[config.mk]
export PLATFORM = sky130hd
export DESIGN_NAME = usb_tx_wire_arbiter_flat
export DESIGN_NICKNAME = d
export VERILOG_FILES = /design/src/rtl/usb_tx_wire_arbiter_if.sv /design/src/rtl/usb_tx_wire_arbiter.sv /design/src/flat_wrapper.sv
export SDC_FILE = /design/constraint.sdc
export NUM_CORES = 1
export LEC_CHECK = 0
export BUFFER_PORTS_ARGS = -buffer_cell sky130_fd_sc_hd__clkbuf_2
export CORE_UTILIZATION = 52
export CTS_CLUSTER_SIZE = 25
export DETAILED_ROUTE_END_ITERATION = 16
export GPL_ROUTABILITY_DRIVEN = 0
export MAX_ROUTING_LAYER = met4
export PLACE_DENSITY = 0.8
export SLEW_MARGIN = 40
export SYNTH_ARGS = -nofsm -noshare
export SYNTH_HDL_FRONTEND = slang
export SYNTH_SLANG_ARGS = --single-unit
[constraint.sdc]
create_clock -name clk -period 4.3 [get_ports clk]
set_clock_uncertainty 0.05 [all_clocks]
set_input_delay 0.86 -clock clk [delete_from_list [all_inputs] [get_ports clk]]
set_output_delay 0.86 -clock clk [all_outputs]
set_load 0.01 [all_outputs]
[src/rtl/usb_tx_wire_arbiter_if.sv]
// usb_tx_wire_arbiter_if: one requester's Req/Gnt/Rdy/WEn/Data/Ctrl bundle for the shared USB TX wire.
interface usb_tx_wire_arbiter_if;
  logic       req;
  logic       gnt;
  logic       rdy;
  logic       wen;
  logic [1:0] data;
  logic       ctrl;
  modport master(output req, wen, data, ctrl, input gnt, rdy);
  modport slave(input req, wen, data, ctrl, output gnt, rdy);
endinterface

[src/rtl/usb_tx_wire_arbiter.sv]
// usb_tx_wire_arbiter: round-robin, non-preemptive sharing of the USB TX wire between two requesters,
// pacing accepted writes at one bit time (FS or LS) and flagging overruns.
module usb_tx_wire_arbiter #(
  parameter int FS_DIV = 4,
  parameter int LS_DIV = 32,
  parameter int CNT_W  = 6
) (
  input  logic                          clk,
  input  logic                          rst,
  input  logic                          i_full_speed_rate,
  usb_tx_wire_arbiter_if.slave          i_bus0,
  usb_tx_wire_arbiter_if.slave          i_bus1,
  output logic [1:0]                    o_tx_wire_data,
  output logic                          o_tx_wire_ctrl,
  output logic                          o_tx_wire_overrun
);
  localparam logic [1:0] IDLE    = 2'd0;
  localparam logic [1:0] GNT0    = 2'd1;
  localparam logic [1:0] GNT1    = 2'd2;
  localparam logic [1:0] RELEASE = 2'd3;
  localparam logic [CNT_W-1:0] FS_LOAD = CNT_W'(FS_DIV - 1);
  localparam logic [CNT_W-1:0] LS_LOAD = CNT_W'(LS_DIV - 1);
  logic [1:0]       r_state;
  logic [CNT_W-1:0] r_cnt;
  logic             r_last_gnt;
  logic [1:0]       r_data;
  logic             r_ctrl;
  logic             r_ovr;
  logic       w_bit_rdy, w_gnt0, w_gnt1, w_wr0, w_wr1, w_wr;
  logic       w_own_req, w_own_wen, w_release;
  logic [1:0] w_next;
  assign w_bit_rdy   = r_cnt == '0;
  assign w_gnt0      = r_state == GNT0;
  assign w_gnt1      = r_state == GNT1;
  assign i_bus0.gnt  = w_gnt0;
  assign i_bus1.gnt  = w_gnt1;
  assign i_bus0.rdy  = w_gnt0 & w_bit_rdy;
  assign i_bus1.rdy  = w_gnt1 & w_bit_rdy;
  assign w_wr0       = w_gnt0 & w_bit_rdy & i_bus0.wen;
  assign w_wr1       = w_gnt1 & w_bit_rdy & i_bus1.wen;
  assign w_wr        = w_wr0 | w_wr1;
  assign w_own_req   = w_gnt0 ? i_bus0.req : i_bus1.req;
  assign w_own_wen   = (w_gnt0 & i_bus0.wen) | (w_gnt1 & i_bus1.wen);
  // A write accepted with Req already low still owns the wire for its whole bit period.
  assign w_release   = (w_gnt0 | w_gnt1) & ~w_own_req & w_bit_rdy & ~w_own_wen;
  assign w_next      = r_state == RELEASE ? IDLE :
                       r_state == IDLE    ? ((i_bus0.req & i_bus1.req) ? (r_last_gnt ? GNT0 : GNT1) :
                                             i_bus0.req ? GNT0 : i_bus1.req ? GNT1 : IDLE) :
                       w_release          ? RELEASE : r_state;
  assign o_tx_wire_data    = r_data;
  assign o_tx_wire_ctrl    = r_ctrl;
  assign o_tx_wire_overrun = r_ovr;
  always_ff @(posedge clk) begin
    if (!rst) begin
      r_state    <= IDLE;
      r_cnt      <= '0;
      r_last_gnt <= 1'b1;
      r_data     <= 2'b00;
      r_ctrl     <= 1'b0;
      r_ovr      <= 1'b0;
    end else begin
      r_state <= w_next;
      r_cnt   <= w_wr ? (i_full_speed_rate ? FS_LOAD : LS_LOAD) :
                 w_bit_rdy ? r_cnt : r_cnt - CNT_W'(1);
      if (w_release) r_last_gnt <= w_gnt1;
      if (w_wr) begin
        r_data <= w_wr0 ? i_bus0.data : i_bus1.data;
        r_ctrl <= w_wr0 ? i_bus0.ctrl : i_bus1.ctrl;
      end else if (w_release) begin
        r_ctrl <= 1'b0;
      end
      if (w_own_wen & ~w_bit_rdy) r_ovr <= 1'b1;
    end
  end
endmodule

[src/flat_wrapper.sv]
// flat-port wrapper written by rule: the top's interface ports become plain ports
module usb_tx_wire_arbiter_flat 
#(
  parameter int FS_DIV = 4,
  parameter int LS_DIV = 32,
  parameter int CNT_W  = 6
)
  (clk, rst, i_full_speed_rate, o_tx_wire_data, o_tx_wire_ctrl, o_tx_wire_overrun, i_bus0_req, i_bus0_wen, i_bus0_data, i_bus0_ctrl, i_bus0_gnt, i_bus0_rdy, i_bus1_req, i_bus1_wen, i_bus1_data, i_bus1_ctrl, i_bus1_gnt, i_bus1_rdy);
  usb_tx_wire_arbiter_if i_bus0_i ();
  usb_tx_wire_arbiter_if i_bus1_i ();
  input  logic clk;
  input  logic rst;
  input  logic i_full_speed_rate;
  output logic [1:0] o_tx_wire_data;
  output logic o_tx_wire_ctrl;
  output logic o_tx_wire_overrun;
  input wire logic [$bits(i_bus0_i.req)-1:0] i_bus0_req;
  input wire logic [$bits(i_bus0_i.wen)-1:0] i_bus0_wen;
  input wire logic [$bits(i_bus0_i.data)-1:0] i_bus0_data;
  input wire logic [$bits(i_bus0_i.ctrl)-1:0] i_bus0_ctrl;
  output wire logic [$bits(i_bus0_i.gnt)-1:0] i_bus0_gnt;
  output wire logic [$bits(i_bus0_i.rdy)-1:0] i_bus0_rdy;
  input wire logic [$bits(i_bus1_i.req)-1:0] i_bus1_req;
  input wire logic [$bits(i_bus1_i.wen)-1:0] i_bus1_wen;
  input wire logic [$bits(i_bus1_i.data)-1:0] i_bus1_data;
  input wire logic [$bits(i_bus1_i.ctrl)-1:0] i_bus1_ctrl;
  output wire logic [$bits(i_bus1_i.gnt)-1:0] i_bus1_gnt;
  output wire logic [$bits(i_bus1_i.rdy)-1:0] i_bus1_rdy;
  assign i_bus0_i.req = i_bus0_req;
  assign i_bus0_i.wen = i_bus0_wen;
  assign i_bus0_i.data = i_bus0_data;
  assign i_bus0_i.ctrl = i_bus0_ctrl;
  assign i_bus0_gnt = i_bus0_i.gnt;
  assign i_bus0_rdy = i_bus0_i.rdy;
  assign i_bus1_i.req = i_bus1_req;
  assign i_bus1_i.wen = i_bus1_wen;
  assign i_bus1_i.data = i_bus1_data;
  assign i_bus1_i.ctrl = i_bus1_ctrl;
  assign i_bus1_gnt = i_bus1_i.gnt;
  assign i_bus1_rdy = i_bus1_i.rdy;
  usb_tx_wire_arbiter #(.FS_DIV(FS_DIV), .LS_DIV(LS_DIV), .CNT_W(CNT_W)) u_core (.clk(clk), .rst(rst), .i_full_speed_rate(i_full_speed_rate), .i_bus0(i_bus0_i), .i_bus1(i_bus1_i), .o_tx_wire_data(o_tx_wire_data), .o_tx_wire_ctrl(o_tx_wire_ctrl), .o_tx_wire_overrun(o_tx_wire_overrun));
endmodule
==> reports/summary.md <==
For the number of instances resized during post-cts repair, the log shows 0. The first global-routing pass estimated 2.23 mm of wire. Power spread over the standard cell area amounts to 702 nW/um2. Highest clock rate: 365 MHz. The critical path is of the reg -> out type.

The startpoint identified for the worst hold timing path is u_core.o_tx_wire_overrun. The share of total power dissipated in the clock network is 12.7%. The tools report the count of boundary I/O pins as 21. The count of pins over their slew limit is 0, and the largest fanout on the critical path is 4. On the final layout, the worst hold slack is 0.443 ns. Once the floorplan was initialized, standard cells occupied 59.6% of the core. For the DRC violation count after routing, the log shows 0. The layout net count is 123, and the HPWL after detailed placement is 1.15 mm.

The detail route stage leaves a number of antenna-violating nets equal to 0. The logs give 4 for the violation count after the first detailed-route iteration and 1.37 mm for the wire length after detailed routing. The via count of the first global-routing pass was 537. Summed over all nets, the switching power comes to 0.000252 W.

Cells with a size suffix above 1 make up 26.9% of the layout. Along the worst hold path, the cell count comes to 2. Number of standard cells after synthesis: 81. The min-delay analysis places its worst path in the category reg -> reg. The iteration count of the initial detailed-routing pass came out at 2. The maximum VDD drop was 420 uV.

Setup repair after global routing left no endpoint under its margin. The leakage power figure was 0.391 nW; the number of input and output port buffers inserted was 20. The initialized floorplan defines 12 standard-cell rows. The capture endpoint of the worst hold path was u_core.o_tx_wire_overrun.

Measured against the total synthesized area, the mux share comes to 4.42%. The post-CTS setup buffer count came out at 0. The synthesized netlist devotes 18.2% of its cell area to compound gates.

The tools report the final hold violation count as 0. After Yosys synthesis, and, or, nand and nor cells account for 24.1% of the synthesized area. Per report_power, the sequential group accounts for 34.9% of the total.

The run finished with clean final reports. Of the available clock period, the critical path in the final layout requires 63.7%. The worst-margin pin slew is 0.412 ns, and the headroom to the max-slew limit is 72.5%.

The clock root buffer master was clkbuf_4. Global routing used 22.5% of the available tracks. Detailed routing inserted a total of 644 vias.

Counting flops and latches in the post-synthesis netlist gives 13. The endpoint arrival time on the critical path was 1.83 ns. The fraction of the mapped netlist area in adder cells works out to 8.85%. The worst setup path is captured at a primary output. The synthesis-to-layout area growth works out to 19.6%. Summing the areas of all xor and xnor instances in the mapped netlist gives 3.72% of the synthesized area. The chip width was 38.9 um; the worst endpoint required time was 3.39 ns. The tools report the number of failing setup endpoints in the final timing report as 0. The number of antenna diodes in the final layout is 0. The number of clock sinks seen by CTS is 13, and the per-cell routed wire length is 11.6 um. For the total nets after synthesis, the log shows 99.

The per-cell via count in the routed design was 5.46; the residual overflow from global routing was 0. For the final sum of negative setup slack, the log shows 0 ns. Across the run, the number of max-cap violations was 0. The worst register-to-register path begins at u_core.r_cnt[0]. For the area of the placeable core, the log shows 1190 um2. The worst reg2reg path endpoint is u_core.r_last_gnt.

The netlist uses 27 different library cells. For the netlist area before placement, the log shows 707 um2. The floorplan step defined a die boundary enclosing 1510 um2. The tools report the type of origin of the critical path as a register. The number of clock buffers inserted by TritonCTS is 3.

The run gives 2 as the largest buffer count on any clock path. For this design, the CTS-stage hold fixing added 0 buffers. The internal power of the cells totals 0.000342 W. The share of total power dissipated in combinational logic is 52.5%.

By area, the combinational part of the netlist is dominated by simple AND/OR/NAND/NOR gates. The logs give 0 for the count of synthesis-stage warnings from yosys and 11 for the largest net degree at the start of global routing. The switching portion of total power was 42.4%. Measured along the y axis, the die boundary spans 38.9 um.

TritonCTS built the clock tree. Counting I/O delays and the setup requirement, the final critical path takes 2.74 ns. The reg-to-reg setup timing slack was 2.36 ns.

The post-synthesis average cell area is 8.73 um2, and the cell depth of the worst flop-to-flop path is 6. The initial antenna violation count came out at 0. For this run, the register share of the synthesized area comes to 36.8%. After clock tree synthesis, the clock-pin slew on the worst setup and hold paths is 0.07 ns. The later pin in the worst-skew pair is clocked with a latency of 0.28 ns.

The tools report the total number of H-tree levels as 1.
-- worst max-delay path by stage --
stage / startpoint / to / slack [ns] / cells past startpoint
3_5_place_dp: u_core.r_cnt[0] / i_bus1_rdy / 1.85 / 6
4_1_cts: u_core.r_cnt[0] / i_bus1_rdy / 1.54 / 6
2_1_floorplan: u_core.r_cnt[0] / i_bus0_rdy / 2.04 / 5
3_3_place_gp: u_core.r_cnt[0] / i_bus0_rdy / 1.89 / 6
6_report: u_core.r_cnt[0] / i_bus1_rdy / 1.56 / 6
5_1_grt: u_core.r_cnt[0] / i_bus0_rdy / 1.44 / 6
-- power by group through the flow --
stage               Combinational, W  Sequential (W)  Clock (W)
global route                0.000354        0.000214  0.0000809
global placement            0.000304        0.000207          0
CTS                         0.000314        0.000207  0.0000769
detailed placement          0.000313        0.000210          0
finish                      0.000311        0.000207  0.0000752
floorplan                   0.000241        0.000207          0
-- critical path: stages, from the launching register on --
cell,delay (ns)
dfxtp_1,0.34
inv_1,0.06
ha_1,0.21
or4b_4,0.50
nor2_1,0.18
and2_1,0.15
clkbuf_2,0.13
-- area by class of cell --
cell class	instances	area [um2]
tap	14	17.5
sequential	13	260
inverter	6	22.5
multi-input combinational	61	419
fill	105	340
clock buffer	4	26.3
timing repair buffer	20	100
-- flip-flops by register name, indices dropped and copies added (netlist names) --
signal and count:
u_core.o_tx_wire_overrun 1, u_core.r_last_gnt 1, u_core.r_cnt 6, u_core.r_state 2, u_core.o_tx_wire_data 2, u_core.o_tx_wire_ctrl 1
-- layout by cell type, fill, tap and decap left out, types with 3 or more instances in the layout --
| cell type | synthesis | routed |
|---|---|---|
| a211oi_1 | 3 | 3 |
| a21oi_1 | 5 | 5 |
| clkbuf_2 | 0 | 20 |
| clkbuf_4 | 0 | 3 |
| dfxtp_1 | 13 | 13 |
| ha_1 | 5 | 5 |
| inv_1 | 6 | 6 |
| nand2_1 | 11 | 11 |
| nor2_1 | 7 | 7 |
| nor3_1 | 4 | 4 |
| o21ai_0 | 3 | 3 |
| o31a_1 | 3 | 3 |
-- synthesized netlist by cell type --
cell type	count	share of area, %
nand2_1	11	5.8
nor4b_2	1	2.1
mux2i_1	2	2.8
nand2b_1	2	1.8
a211oi_1	3	3.2
xor2_1	1	1.2
a22oi_1	1	1.1
nor3_4	1	2.3
and2_1	2	1.8
buf_2	1	0.71
o211ai_1	1	1.1
o31a_1	3	3.7
inv_1	6	3.2
a31oi_1	1	0.89
o311a_1	1	1.4
dfxtp_1	13	37
ha_1	5	8.8
or4b_4	1	1.9
xnor2_1	2	2.5
a211o_1	1	1.2
or3_2	1	1.1
mux2_2	1	1.6
nor2_1	7	3.7
nor3_1	4	2.8
nand3_1	1	0.71
a21oi_1	5	3.5
o21ai_0	3	2.1
-- metal layers --
metal	up-vias	wire length [um]	track usage, %
li1	338	-	-
met5	-	0	-
met2	16	667	38.3
met3	2	70	8.67
met1	288	626	25.8
met4	0	9	2.59
-- per-stage QoR --
step	cell area [um2]	total power [W]	util (%)	setup slack (ns)	cells
6_report	846	0.000593	71.3	1.56	118
5_1_grt	846	0.000649	71.3	1.44	118
4_1_cts	846	0.000598	71.3	1.54	118
3_5_place_dp	820	0.000523	69.1	1.85	114
3_3_place_gp	820	0.000511	69.1	1.89	114
2_1_floorplan	707	0.000448	-	2.04	81
-- kinds of logic after synthesis --
kind of cell,count (synthesis)
flip-flops,13
adder cells (fa/ha/maj),5
buffers and inverters,7
XOR/XNOR,3
AO/OA/AOI/OAI,19
multiplexers,3
AND/OR/NAND/NOR,31
(Power assumes the default switching activity.)
